===== src/rtl/part1_reg.sv =====
// General-purpose n-bit register with decrement/increment/load/clear selected by FunSel.
// All updates happen on the rising clock edge. Reset is synchronous and has priority over enable.
module part1_reg #(
  parameter int n = 8
) (
  input  logic         clk,
  input  logic         reset,
  input  logic [1:0]   FunSel,
  input  logic [n-1:0] data_in,
  input  logic         enable,
  output logic [n-1:0] data_out
);

  typedef enum logic [1:0] {
    OP_DEC   = 2'b00,
    OP_INC   = 2'b01,
    OP_LOAD  = 2'b10,
    OP_CLEAR = 2'b11
  } op_t;

  op_t          op;
  logic [n-1:0] q;

  always_comb begin
    op = op_t'(FunSel);
  end

  // Arithmetic wraps modulo 2^n and has no carry or borrow output.
  always_ff @(posedge clk) begin
    if (reset) begin
      q <= '0;
    end else if (enable) begin
      case (op)
        OP_DEC:   q <= q - n'(1);
        OP_INC:   q <= q + n'(1);
        OP_LOAD:  q <= data_in;
        OP_CLEAR: q <= '0;
        default:  q <= '0;
      endcase
    end
  end

  assign data_out = q;

endmodule


===== config.mk =====
export PLATFORM = sky130hd
export DESIGN_NAME = part1_reg
export DESIGN_NICKNAME = d
export VERILOG_FILES = /design/src/rtl/part1_reg.sv
export SDC_FILE = /design/constraint.sdc
export NUM_CORES = 1
export LEC_CHECK = 0
export ABC_AREA = 1
export BUFFER_PORTS_ARGS = -buffer_cell sky130_fd_sc_hd__buf_2
export CAP_MARGIN = 20
export CORE_MARGIN = 2
export CORE_UTILIZATION = 40
export CTS_BUF_LIST = sky130_fd_sc_hd__clkbuf_16
export DETAILED_ROUTE_END_ITERATION = 12
export PLACE_DENSITY = 0.6
export SYNTH_ARGS = -nofsm -noshare
export SYNTH_HDL_FRONTEND = slang
export SYNTH_SLANG_ARGS = --single-unit
export TNS_END_PERCENT = 100

===== constraint.sdc =====
create_clock -name clk -period 2.4 [get_ports clk]
set_clock_uncertainty 0.15 [all_clocks]
set_input_delay 0.48 -clock clk [delete_from_list [all_inputs] [get_ports clk]]
set_output_delay 0.48 -clock clk [all_outputs]
set_load 0.005 [all_outputs]

==> results of run 1 <==
## cells by family (layout without fill, tap and decap cells)
group / count (synthesis) / in the layout
buffers and inverters: 15 / 37
adder cells (fa/ha/maj): 7 / 7
flip-flops: 8 / 8
AO/OA/AOI/OAI: 22 / 22
AND/OR/NAND/NOR: 54 / 54
## power groups by stage
| stage | Clock [mW] | Sequential, mW | Combinational (mW) |
|---|---|---|---|
| 2_1_floorplan | 0 | 0.158 | 0.129 |
| 6_report | 0.281 | 0.156 | 0.177 |
| 5_1_grt | 0.290 | 0.159 | 0.203 |
| 3_5_place_dp | 0 | 0.159 | 0.177 |
| 4_1_cts | 0.283 | 0.157 | 0.178 |
| 3_3_place_gp | 0 | 0.159 | 0.176 |
## synthesized netlist by cell type, types with 2 or more instances
cell	instances	area share, %
nor2_1	3	1.6
a21oi_2	2	2.5
nand3_2	2	2.8
nand3_1	9	6.3
nand2_2	4	3.5
a31oi_1	4	3.5
inv_1	11	5.8
nand3b_1	3	3.2
dfxtp_1	8	22
a21oi_1	4	2.8
nand2_1	31	16
o21ai_0	8	5.6
ha_1	6	11
## final cells by class
type	instances	area share, %
multi-input combinational	83	54.0
sequential	8	17.5
clock buffer	3	8.20
inverter	14	6.01
timing repair buffer	20	10.9
tap	25	3.42
## cell usage in the layout (no fill, tap or decap)
cell	netlist	final
a21o_1	1	1
nand3b_1	3	3
nand2_2	4	4
nand2_1	31	31
nor2_1	3	3
nand3_2	2	2
nand3_1	9	9
ha_1	6	6
a21oi_1	4	4
o21ai_1	1	1
or2_4	1	1
a31oi_1	4	4
inv_2	1	1
buf_2	1	20
inv_1	11	11
dfxtp_1	8	8
a21oi_2	2	2
fa_1	1	1
clkinv_1	1	1
o21ai_0	8	8
inv_4	1	1
clkbuf_16	0	3
nor2_4	1	1
a21oi_4	1	1
o21a_1	1	1
## per-layer routing
layer	track usage, %	part of all wire, %	vias to the layer above	wire length (um)
li1	-	-	395	-
met1	26.7	49	314	788
met2	26.1	44	23	716
met3	3.53	5.5	4	88
met4	6.86	1.2	0	19
met5	0	0	-	0
## final timing paths
| path | endpoint | slack (ns) | cells after the start |
|---|---|---|---|
| worst min-delay path | data_out[0]$_SDFFE_PP0P_ | 0.35 | 3 |
| worst max register to register | data_out[6]$_SDFFE_PP0P_ | 0.79 | 8 |
| worst min register to register | data_out[6]$_SDFFE_PP0P_ | 0.40 | 2 |
| worst max-delay path | data_out[7]$_SDFFE_PP0P_ | 0.49 | 11 |
## worst reg2reg max path, stage by stage, from the launching register on
cell      delay, ns
dfxtp_1        0.35
fa_1           0.47
nand2_1        0.08
nand2_1        0.08
nand3b_1       0.12
nand2_1        0.06
nand2_1        0.06
nand3_1        0.07
a21oi_1        0.12
## metrics by stage
stage / hold slack (ns) / power, mW / utilization, % / cells / cell area [um2]
detailed placement: 0.401 / 0.335 / 49.2 / 150 / 841
global placement: 0.380 / 0.335 / 49.2 / 150 / 841
floorplan: 0.374 / 0.287 / - / 106 / 714
finish: 0.350 / 0.615 / 53.6 / 153 / 916
CTS: 0.351 / 0.618 / 53.6 / 153 / 916
global route: 0.370 / 0.652 / 53.6 / 153 / 916
==> results.sh, run 1 <==
export IMPL_pre_cts_slack_ns=0.249
export IMPL_grt_pass1_wl_um=2780
export IMPL_drive_above_1_share_pct=28.1
export IMPL_clk_latency_ns=0.23
export IMPL_r2r_start="data_out[0]$_SDFFE_PP0P_"
export IMPL_power_density_nw_per_um2=671
export IMPL_ctsRootBufferMaster="clkbuf_16"
export IMPL_cp_start_kind="input pin"
export IMPL_p_switching_mw=0.180
export IMPL_grt_setup_unrepaired="no"
export IMPL_cap_violations=0
export IMPL_ant_nets=0
export IMPL_crit_path_frequent_cell="nand2_1"
export IMPL_critPathCaptureType="flop"
export IMPL_tritoncts="done"
export IMPL_fillers=163
export IMPL_synth_xor_area_share_pct=0
export IMPL_post_cts_buffers=0
export IMPL_grt_pass1_vias=625
export IMPL_syn_avg_cell_area_um2=6.74
export IMPL_core_area_um2=1710
export IMPL_crit_type="in -> reg"
export IMPL_cts_hold_buf=0
export IMPL_finalWeightedCongestion=0.811
export IMPL_setup_viol=0
export IMPL_finalWirelength_um=1610
export IMPL_internal_power_mw=0.435
export IMPL_period_needed_ns=1.91
export IMPL_clkSlewWorstSetupHoldPaths_ns=0.04
export IMPL_muxShareOfSynthArea_pct=0
export IMPL_drcViolationCount=0
export IMPL_antenna_found_initial=0
export IMPL_avgRoutedWirePerCell_um=10.5
export IMPL_fmax_ghz=0.523
export IMPL_grt_max_degree=17
export IMPL_chipWidth_um=46.3
export IMPL_dpl_hpwl_um=1280
export IMPL_cp_buffers_inverters=3
export IMPL_status="completed"
export IMPL_ys_seq_area_share_pct=22.4
export IMPL_synth_top_family_by_area="simple AND/OR/NAND/NOR gates"
export IMPL_clockPowerShare_pct=45.8
export IMPL_rows=15
export IMPL_chipHeight_um=46.3
export IMPL_largest_reg_flops=8
export IMPL_synthAdderAreaFrac_pct=13.3
export IMPL_worst_ir_drop_vdd_v=0.000476
export IMPL_num_vias=736
export IMPL_hp_start="data_in[0]"
export IMPL_timing_final_crit_share_pct=79.6
export IMPL_final_nets=150
export IMPL_syn_inst=106
export IMPL_fin_tns_setup_ns=0
export IMPL_synth_cell_types=24
export IMPL_synth_compound_area_share_pct=19.4
export IMPL_synth_seq_cells=8
export IMPL_cts_buffers=3
export IMPL_cts_htree_levels=1
export IMPL_worst_path_max_delay_cell="ha_1"
export IMPL_switching_share_pct=29.2
export IMPL_start_util_pct=41.8
export IMPL_syn_area_um2=714
export IMPL_worst_endpoint_required_ns=2.42
export IMPL_syn_num_nets=126
export IMPL_finalHoldViolations=0
export IMPL_track_usage_pct=18.3
export IMPL_grt_overflow_total=0
export IMPL_comb_power_share_pct=28.8
export IMPL_slew_headroom_pct=83.5
export IMPL_cp_startpoint="FunSel[1]"
export IMPL_yosys_area_share_simple_pct=36.4
export IMPL_synthFlopType="dfxtp_1"
export IMPL_yosysWarnings=0
export IMPL_seq_area_um2=160
export IMPL_synth_edf_count=0
export IMPL_critical_path_top_delay_family="simple AND/OR/NAND/NOR gates"
export IMPL_tightest_slew_ns=0.247
export IMPL_avgViaCountPerCell=4.81
export IMPL_first_pass_iters=5
export IMPL_async_flop_share_pct=0
export IMPL_critPathMaxFanout=9
export IMPL_clock_sinks=8
export IMPL_num_io_pins=21
export IMPL_p_seq_share_pct=25.4
export IMPL_clockBufferDepth=2
export IMPL_cp_cell_sequence="buf_2, inv_4, nand2_2, ha_1, nand2_1, inv_1, a21oi_4, nand2_1, nand2_1, nand3_2, a21oi_2"
export IMPL_antenna_cells=0
export IMPL_portBuffers=20
export IMPL_dr_first_iter_drc_count=27
export IMPL_setup_slack_ns=0.489
export IMPL_leakage_nw=0.481
export IMPL_hold_path_class="in -> reg"
export IMPL_max_stage_delay_ns=0.38
export IMPL_die_area_um2=2140
export IMPL_synthToLayoutAreaGrowth_pct=28.2
export IMPL_slew_viol_final=0
export IMPL_multiInputGateArea_um2=494
export IMPL_cp_data_arrival_time_ns=1.93
export IMPL_cts_resized_gates=0
No activity file was read; power rests on OpenSTA's default activity.
==> run 2, diff against run 1 <==
--- a/config.mk
+++ b/config.mk
@@ -5,14 +5,14 @@
 export SDC_FILE = /design/constraint.sdc
 export NUM_CORES = 1
 export LEC_CHECK = 0
-export ABC_AREA = 1
+export ABC_AREA = 0
 export BUFFER_PORTS_ARGS = -buffer_cell sky130_fd_sc_hd__buf_2
 export CAP_MARGIN = 20
 export CORE_MARGIN = 2
 export CORE_UTILIZATION = 40
 export CTS_BUF_LIST = sky130_fd_sc_hd__clkbuf_16
 export DETAILED_ROUTE_END_ITERATION = 12
-export PLACE_DENSITY = 0.6
+export PLACE_DENSITY = 0.61
 export SYNTH_ARGS = -nofsm -noshare
 export SYNTH_HDL_FRONTEND = slang
 export SYNTH_SLANG_ARGS = --single-unit
==> constraint.sdc (replaced) <==
create_clock -name clk -period 1.8 [get_ports clk]
set_clock_uncertainty 0.15 [all_clocks]
set_input_delay 0.36 -clock clk [delete_from_list [all_inputs] [get_ports clk]]
set_output_delay 0.36 -clock clk [all_outputs]
set_load 0.005 [all_outputs]
==> run 2 against run 1 <==
The flow now finishes with violations (setup timing). First-iteration DRC count decreased by 48%. Worst hold slack got worse by 0.088 ns. Design area increased by 20%. Wire length increased by 29%. Critical endpoint is now data_out[6]$_SDFFE_PP0P_. Flip-flop and latch count unchanged. Total power increased by 52%.
==> results.sh, run 2 <==
export IMPL_final_cell_mix="buf_2 (19), buf_4 (17), nor2_1 (12)"
export IMPL_track_usage_pct=21.0
export IMPL_fin_cells=138
export IMPL_comb_power_share_pct=36.9
export IMPL_avgRoutedWirePerCell_um=15.0
export IMPL_slew_viol_final=0
export IMPL_placed_cells=134
export IMPL_finalWeightedCongestion=0.846
export IMPL_portBuffers=20
export IMPL_critical_path_top_delay_family="compound AO/OA/AOI/OAI gates"
export IMPL_cp_buffers_inverters=1
export IMPL_synth_top_cell_by_area="dfxtp_1"
export IMPL_period_needed_ns=1.86
export IMPL_grt_overflow_total=0
export IMPL_syn_area_um2=692
export IMPL_largest_reg_flops=8
export IMPL_power_total_mw=0.937
export IMPL_place_area_um2=970
export IMPL_grt_pass1_vias=699
export IMPL_crit_type="in -> reg"
export IMPL_syn_num_nets=106
export IMPL_num_io_pins=21
export IMPL_fillers=147
export IMPL_max_stage_delay_ns=0.39
export IMPL_synth_edf_count=0
export IMPL_cp_cell_sequence="buf_6, nand2b_4, fa_2, a21o_1, a21o_1, a41oi_1, a311oi_2"
export IMPL_critPathCaptureType="flop"
export IMPL_drcViolationCount=0
export IMPL_ys_seq_area_share_pct=23.1
export IMPL_core_area_um2=1670
export IMPL_cp_data_arrival_time_ns=1.81
export IMPL_critPathMaxFanout=7
export IMPL_cts_buffers=3
export IMPL_status="finished with violations"
export IMPL_worst_ir_drop_vdd_v=0.000546
export IMPL_whs_ns=0.262
export IMPL_setup_viol=4
export IMPL_syn_avg_cell_area_um2=8.05
export IMPL_synthToLayoutAreaGrowth_pct=59.0
export IMPL_finalHoldViolations=0
export IMPL_internal_power_mw=0.669
export IMPL_synth_cell_types=31
export IMPL_drive_above_1_share_pct=43.8
export IMPL_postLayoutCoreUtil_pct=65.8
export IMPL_start_util_pct=41.4
export IMPL_dr_first_iter_drc_count=14
export IMPL_power_density_nw_per_um2=852
export IMPL_multiInputGateArea_um2=604
export IMPL_clock_sinks=8
export IMPL_worst_path_max_delay_cell="fa_2"
export IMPL_seq_area_um2=161
export IMPL_yosysMostFrequentCell="nor2_1"
export IMPL_switching_share_pct=28.6
export IMPL_cts_hold_buf=0
export IMPL_clkSlewWorstSetupHoldPaths_ns=0.04
export IMPL_ctsRootBufferMaster="clkbuf_16"
export IMPL_clk_latency_ns=0.23
export IMPL_worst_endpoint_required_ns=1.75
export IMPL_chipWidth_um=45.6
export IMPL_leakage_nw=0.497
export IMPL_cap_violations=0
export IMPL_yosysTopAreaCellShare_pct=23.1
export IMPL_chipHeight_um=45.6
export IMPL_clockPowerShare_pct=40.2
export IMPL_p_seq_share_pct=22.9
export IMPL_grt_setup_unrepaired="yes"
export IMPL_grt_max_degree=13
export IMPL_antenna_cells=0
export IMPL_tightest_slew_ns=0.240
export IMPL_async_flop_share_pct=0
export IMPL_cp_start_kind="input pin"
export IMPL_syn_inst=86
export IMPL_final_common_cell="buf_2"
export IMPL_slew_headroom_pct=83.8
export IMPL_yosysWarnings=0
export IMPL_yosys_top_cells_count="nor2_1 (12), a21oi_1 (8), dfxtp_1 (8)"
export IMPL_num_vias=775
export IMPL_rows=15
export IMPL_p_switching_mw=0.267
export IMPL_fmax_ghz=0.537
export IMPL_synthFlopType="dfxtp_1"
export IMPL_crit_path_frequent_cell="a21o_1"
export IMPL_first_pass_iters=4
export IMPL_tritoncts="done"
export IMPL_antenna_found_initial=0
export IMPL_violations="setup timing"
export IMPL_fin_tns_setup_ns=-0.149
export IMPL_finalWirelength_um=2080
export IMPL_hold_path_class="in -> reg"
export IMPL_avgViaCountPerCell=5.62
export IMPL_grt_pass1_wl_um=3100
export IMPL_synth_seq_cells=8
export IMPL_pre_cts_slack_ns=-0.344
export IMPL_die_area_um2=2080
export IMPL_ant_nets=0
export IMPL_synth_top_cells_by_area="dfxtp_1 (23%), ha_1 (11%), a211oi_1 (6.5%)"
export IMPL_final_nets=143
export IMPL_cts_htree_levels=1
export IMPL_final_cell_area_um2=1100
export IMPL_clockBufferDepth=2
export IMPL_timing_final_crit_share_pct=103
export IMPL_setup_slack_ns=-0.0613
## run 2: cell families after synthesis
family / after synthesis / share of synthesized area (%)
AND/OR/NAND/NOR: 31 / 23.5
AO/OA/AOI/OAI: 29 / 29.5
flip-flops: 8 / 23.1
adder cells (fa/ha/maj): 7 / 13.7
buffers and inverters: 6 / 3.43
XOR/XNOR: 3 / 3.80
multiplexers: 2 / 2.89
## run 2: worst register-to-register path, delay by kind of cell, from the launching register on
kind                       cells  cell delay (ns)
DFF                            1             0.33
AOI/OAI and AO/OA              4             0.76
adders and majority gates      1             0.39
## run 2: layer usage
layer / wire length, um / vias up / GRT usage (%) / share of wire, %
met1: 953 / 367 / 28.4 / 46
li1: - / 391 / - / -
met3: 90 / 0 / 3.57 / 4.3
met5: 0 / - / 0 / 0
met4: 0 / 0 / 7.65 / 0
met2: 1030 / 17 / 33.2 / 50
## run 2: cell type report
cell class / instances / area share [%]
Clock buffer: 3 / 6.83
Timing Repair Buffer: 37 / 21.3
Multi-Input combinational cell: 72 / 54.9
Sequential cell: 8 / 14.7
Inverter: 1 / 0.341
Tap cell: 17 / 1.93
## run 2: power groups by stage
stage / Sequential [mW] / Combinational, mW / Clock [mW]
2_1_floorplan: 0.217 / 0.201 / 0
3_3_place_gp: 0.215 / 0.307 / 0
6_report: 0.214 / 0.346 / 0.377
5_1_grt: 0.217 / 0.378 / 0.402
4_1_cts: 0.213 / 0.318 / 0.382
3_5_place_dp: 0.215 / 0.313 / 0
## run 2: worst paths after layout
kind	start	end	slack [ns]	cells after the start
setup / recovery	FunSel[1]	data_out[6]$_SDFFE_PP0P_	-0.06	7
hold reg to reg	data_out[3]$_SDFFE_PP0P_	data_out[3]$_SDFFE_PP0P_	0.36	2
setup reg to reg	data_out[0]$_SDFFE_PP0P_	data_out[6]$_SDFFE_PP0P_	0.04	5
hold / removal	data_in[5]	data_out[5]$_SDFFE_PP0P_	0.26	3
## run 2: what timing repair did
item                                    in CTS  in global routing
pin swaps                                    2                  3
buffers inserted                             0                  1
resized for setup                            1                  9
endpoints found under the setup margin       5                  5
==> run 3, diff against run 2 <==
--- a/config.mk
+++ b/config.mk
@@ -9,10 +9,10 @@
 export BUFFER_PORTS_ARGS = -buffer_cell sky130_fd_sc_hd__buf_2
 export CAP_MARGIN = 20
 export CORE_MARGIN = 2
-export CORE_UTILIZATION = 40
+export CORE_UTILIZATION = 45
 export CTS_BUF_LIST = sky130_fd_sc_hd__clkbuf_16
 export DETAILED_ROUTE_END_ITERATION = 12
-export PLACE_DENSITY = 0.61
+export PLACE_DENSITY = 0.67
 export SYNTH_ARGS = -nofsm -noshare
 export SYNTH_HDL_FRONTEND = slang
 export SYNTH_SLANG_ARGS = --single-unit
==> run 3 against run 2 <==
Global-route usage up 4.0 points. Critical path type unchanged. The flow still finishes with violations (setup timing). Register-to-register slack worse by 0.03 ns. Sequential share of layout area down 1.1 points. Total power up 8.2%. Critical endpoint is now data_out[7]$_SDFFE_PP0P_. Setup slack worse by 0.070 ns.
==> results.sh, run 3 (same netlist as run 2, synthesis figures left out) <==
export IMPL_slew_headroom_pct=81.4
export IMPL_violations="setup timing"
export IMPL_cts_htree_levels=1
export IMPL_period_needed_ns=1.93
export IMPL_cp_cell_sequence="buf_6, nand2b_4, buf_4, ha_4, buf_4, a21oi_4, a21oi_2, a211o_1, nor3_1, nand3b_1"
export IMPL_critical_path_top_delay_family="simple AND/OR/NAND/NOR gates"
export IMPL_drive_above_1_share_pct=53.2
export IMPL_finalWirelength_um=2360
export IMPL_rows=14
export IMPL_grt_pass1_wl_um=3460
export IMPL_synthToLayoutAreaGrowth_pct=71.8
export IMPL_die_area_um2=1870
export IMPL_avgViaCountPerCell=5.85
export IMPL_tightest_slew_ns=0.279
export IMPL_cp_start_kind="input pin"
export IMPL_worst_endpoint_required_ns=1.83
export IMPL_portBuffers=20
export IMPL_track_usage_pct=25.0
export IMPL_max_stage_delay_ns=0.25
export IMPL_fillers=89
export IMPL_worst_path_max_delay_cell="a211o_1"
export IMPL_num_io_pins=21
export IMPL_clkSlewWorstSetupHoldPaths_ns=0.04
export IMPL_antenna_found_initial=0
export IMPL_chipWidth_um=43.2
export IMPL_status="finished with violations"
export IMPL_largest_reg_flops=8
export IMPL_cp_data_arrival_time_ns=1.96
export IMPL_final_common_cell="buf_4"
export IMPL_avgRoutedWirePerCell_um=16.6
export IMPL_cts_hold_buf=0
export IMPL_grt_overflow_total=0
export IMPL_cap_violations=0
export IMPL_slew_viol_final=0
export IMPL_final_nets=148
export IMPL_grt_setup_unrepaired="yes"
export IMPL_drcViolationCount=0
export IMPL_crit_path_frequent_cell="buf_4"
export IMPL_tritoncts="done"
export IMPL_hold_path_class="in -> reg"
export IMPL_finalWeightedCongestion=0.845
export IMPL_fmax_ghz=0.518
export IMPL_start_util_pct=47.0
export IMPL_min_delay_path_depth=3
export IMPL_dr_first_iter_drc_count=21
export IMPL_clk_latency_ns=0.24
export IMPL_ctsRootBufferMaster="clkbuf_16"
export IMPL_leakage_nw=0.530
export IMPL_dpl_hpwl_um=1410
export IMPL_cp_depth=10
export IMPL_critPathCaptureType="flop"
export IMPL_cts_buffers=3
export IMPL_finalHoldViolations=0
export IMPL_grt_pass1_vias=787
export IMPL_clockBufferDepth=2
export IMPL_multiInputGateArea_um2=653
export IMPL_crit_type="in -> reg"
export IMPL_clock_sinks=8
export IMPL_core_area_um2=1470
export IMPL_cp_buffers_inverters=3
export IMPL_seq_area_um2=161
export IMPL_setup_viol=5
export IMPL_final_cell_mix="buf_4 (21), buf_2 (19), nor2_1 (11)"
export IMPL_first_pass_iters=4
export IMPL_ant_nets=0
export IMPL_critPathMaxFanout=7
export IMPL_timing_final_crit_share_pct=107
export IMPL_fin_tns_setup_ns=-0.409
export IMPL_setup_slack_ns=-0.132
export IMPL_chipHeight_um=43.2
export IMPL_power_density_nw_per_um2=852
export IMPL_worst_ir_drop_vdd_v=0.000675
export IMPL_worst_r2r_path_depth=7
export IMPL_grt_max_degree=13
export IMPL_num_vias=831
export IMPL_antenna_cells=0
export IMPL_whs_ns=0.253
run 3: routing by layer:
metal,track usage (%),vias up,routed length [um]
met5,0,-,0
met4,10.9,0,48
met3,6.38,7,112
met2,38.8,26,1110
met1,32.3,395,1090
li1,-,403,-
run 3: layout make-up:
cell class                      count  area share (%)
Clock buffer                        3            6.32
Multi-Input combinational cell     72            54.9
Timing Repair Buffer               42            23.2
Sequential cell                     8            13.6
Inverter                            1           0.316
Tap cell                           16            1.68
run 3: per-stage QoR:
| stage | instances | utilization, % | instance area [um2] | setup WS, ns | total power, mW |
|---|---|---|---|---|---|
| after floorplan | 86 | - | 769 | -0.272 | 0.418 |
| after global placement | 133 | 65.8 | 968 | -0.324 | 0.520 |
| after detailed placement | 133 | 65.8 | 968 | -0.337 | 0.525 |
| after CTS | 137 | 73.1 | 1080 | -0.0843 | 0.936 |
| after global routing | 142 | 80.8 | 1190 | -0.199 | 1.05 |
| final | 142 | 80.8 | 1190 | -0.132 | 1.01 |
run 3: worst reg2reg max path: stages, from the launching register on:
cell and delay, ns:
dfxtp_1 0.40, ha_4 0.24, buf_6 0.12, or2b_1 0.18, a21oi_2 0.04, a211o_1 0.25
nor3_1 0.22, nand3b_1 0.13
run 3: final timing paths:
path | end | slack, ns | from
setup / recovery | data_out[7]$_SDFFE_PP0P_ | -0.13 | FunSel[1]
hold / removal | data_out[5]$_SDFFE_PP0P_ | 0.25 | data_in[5]
setup reg to reg | data_out[7]$_SDFFE_PP0P_ | 0.01 | data_out[6]$_SDFFE_PP0P_
hold reg to reg | data_out[1]$_SDFFE_PP0P_ | 0.42 | data_out[1]$_SDFFE_PP0P_
run 3: power by group:
| group | internal (mW) | total (mW) | leakage [nW] | switching [mW] |
|---|---|---|---|---|
| Clock | 0.288 | 0.387 | 0.0370 | 0.0997 |
| Sequential | 0.196 | 0.217 | 0.0665 | 0.0208 |
| Combinational | 0.220 | 0.409 | 0.427 | 0.189 |
| Total | 0.704 | 1.01 | 0.530 | 0.309 |
run 3: repair_timing:
action,in CTS,in global routing
gates resized for setup,6,14
pin swaps,4,10
setup endpoints to repair,5,6
setup buffers,1,5
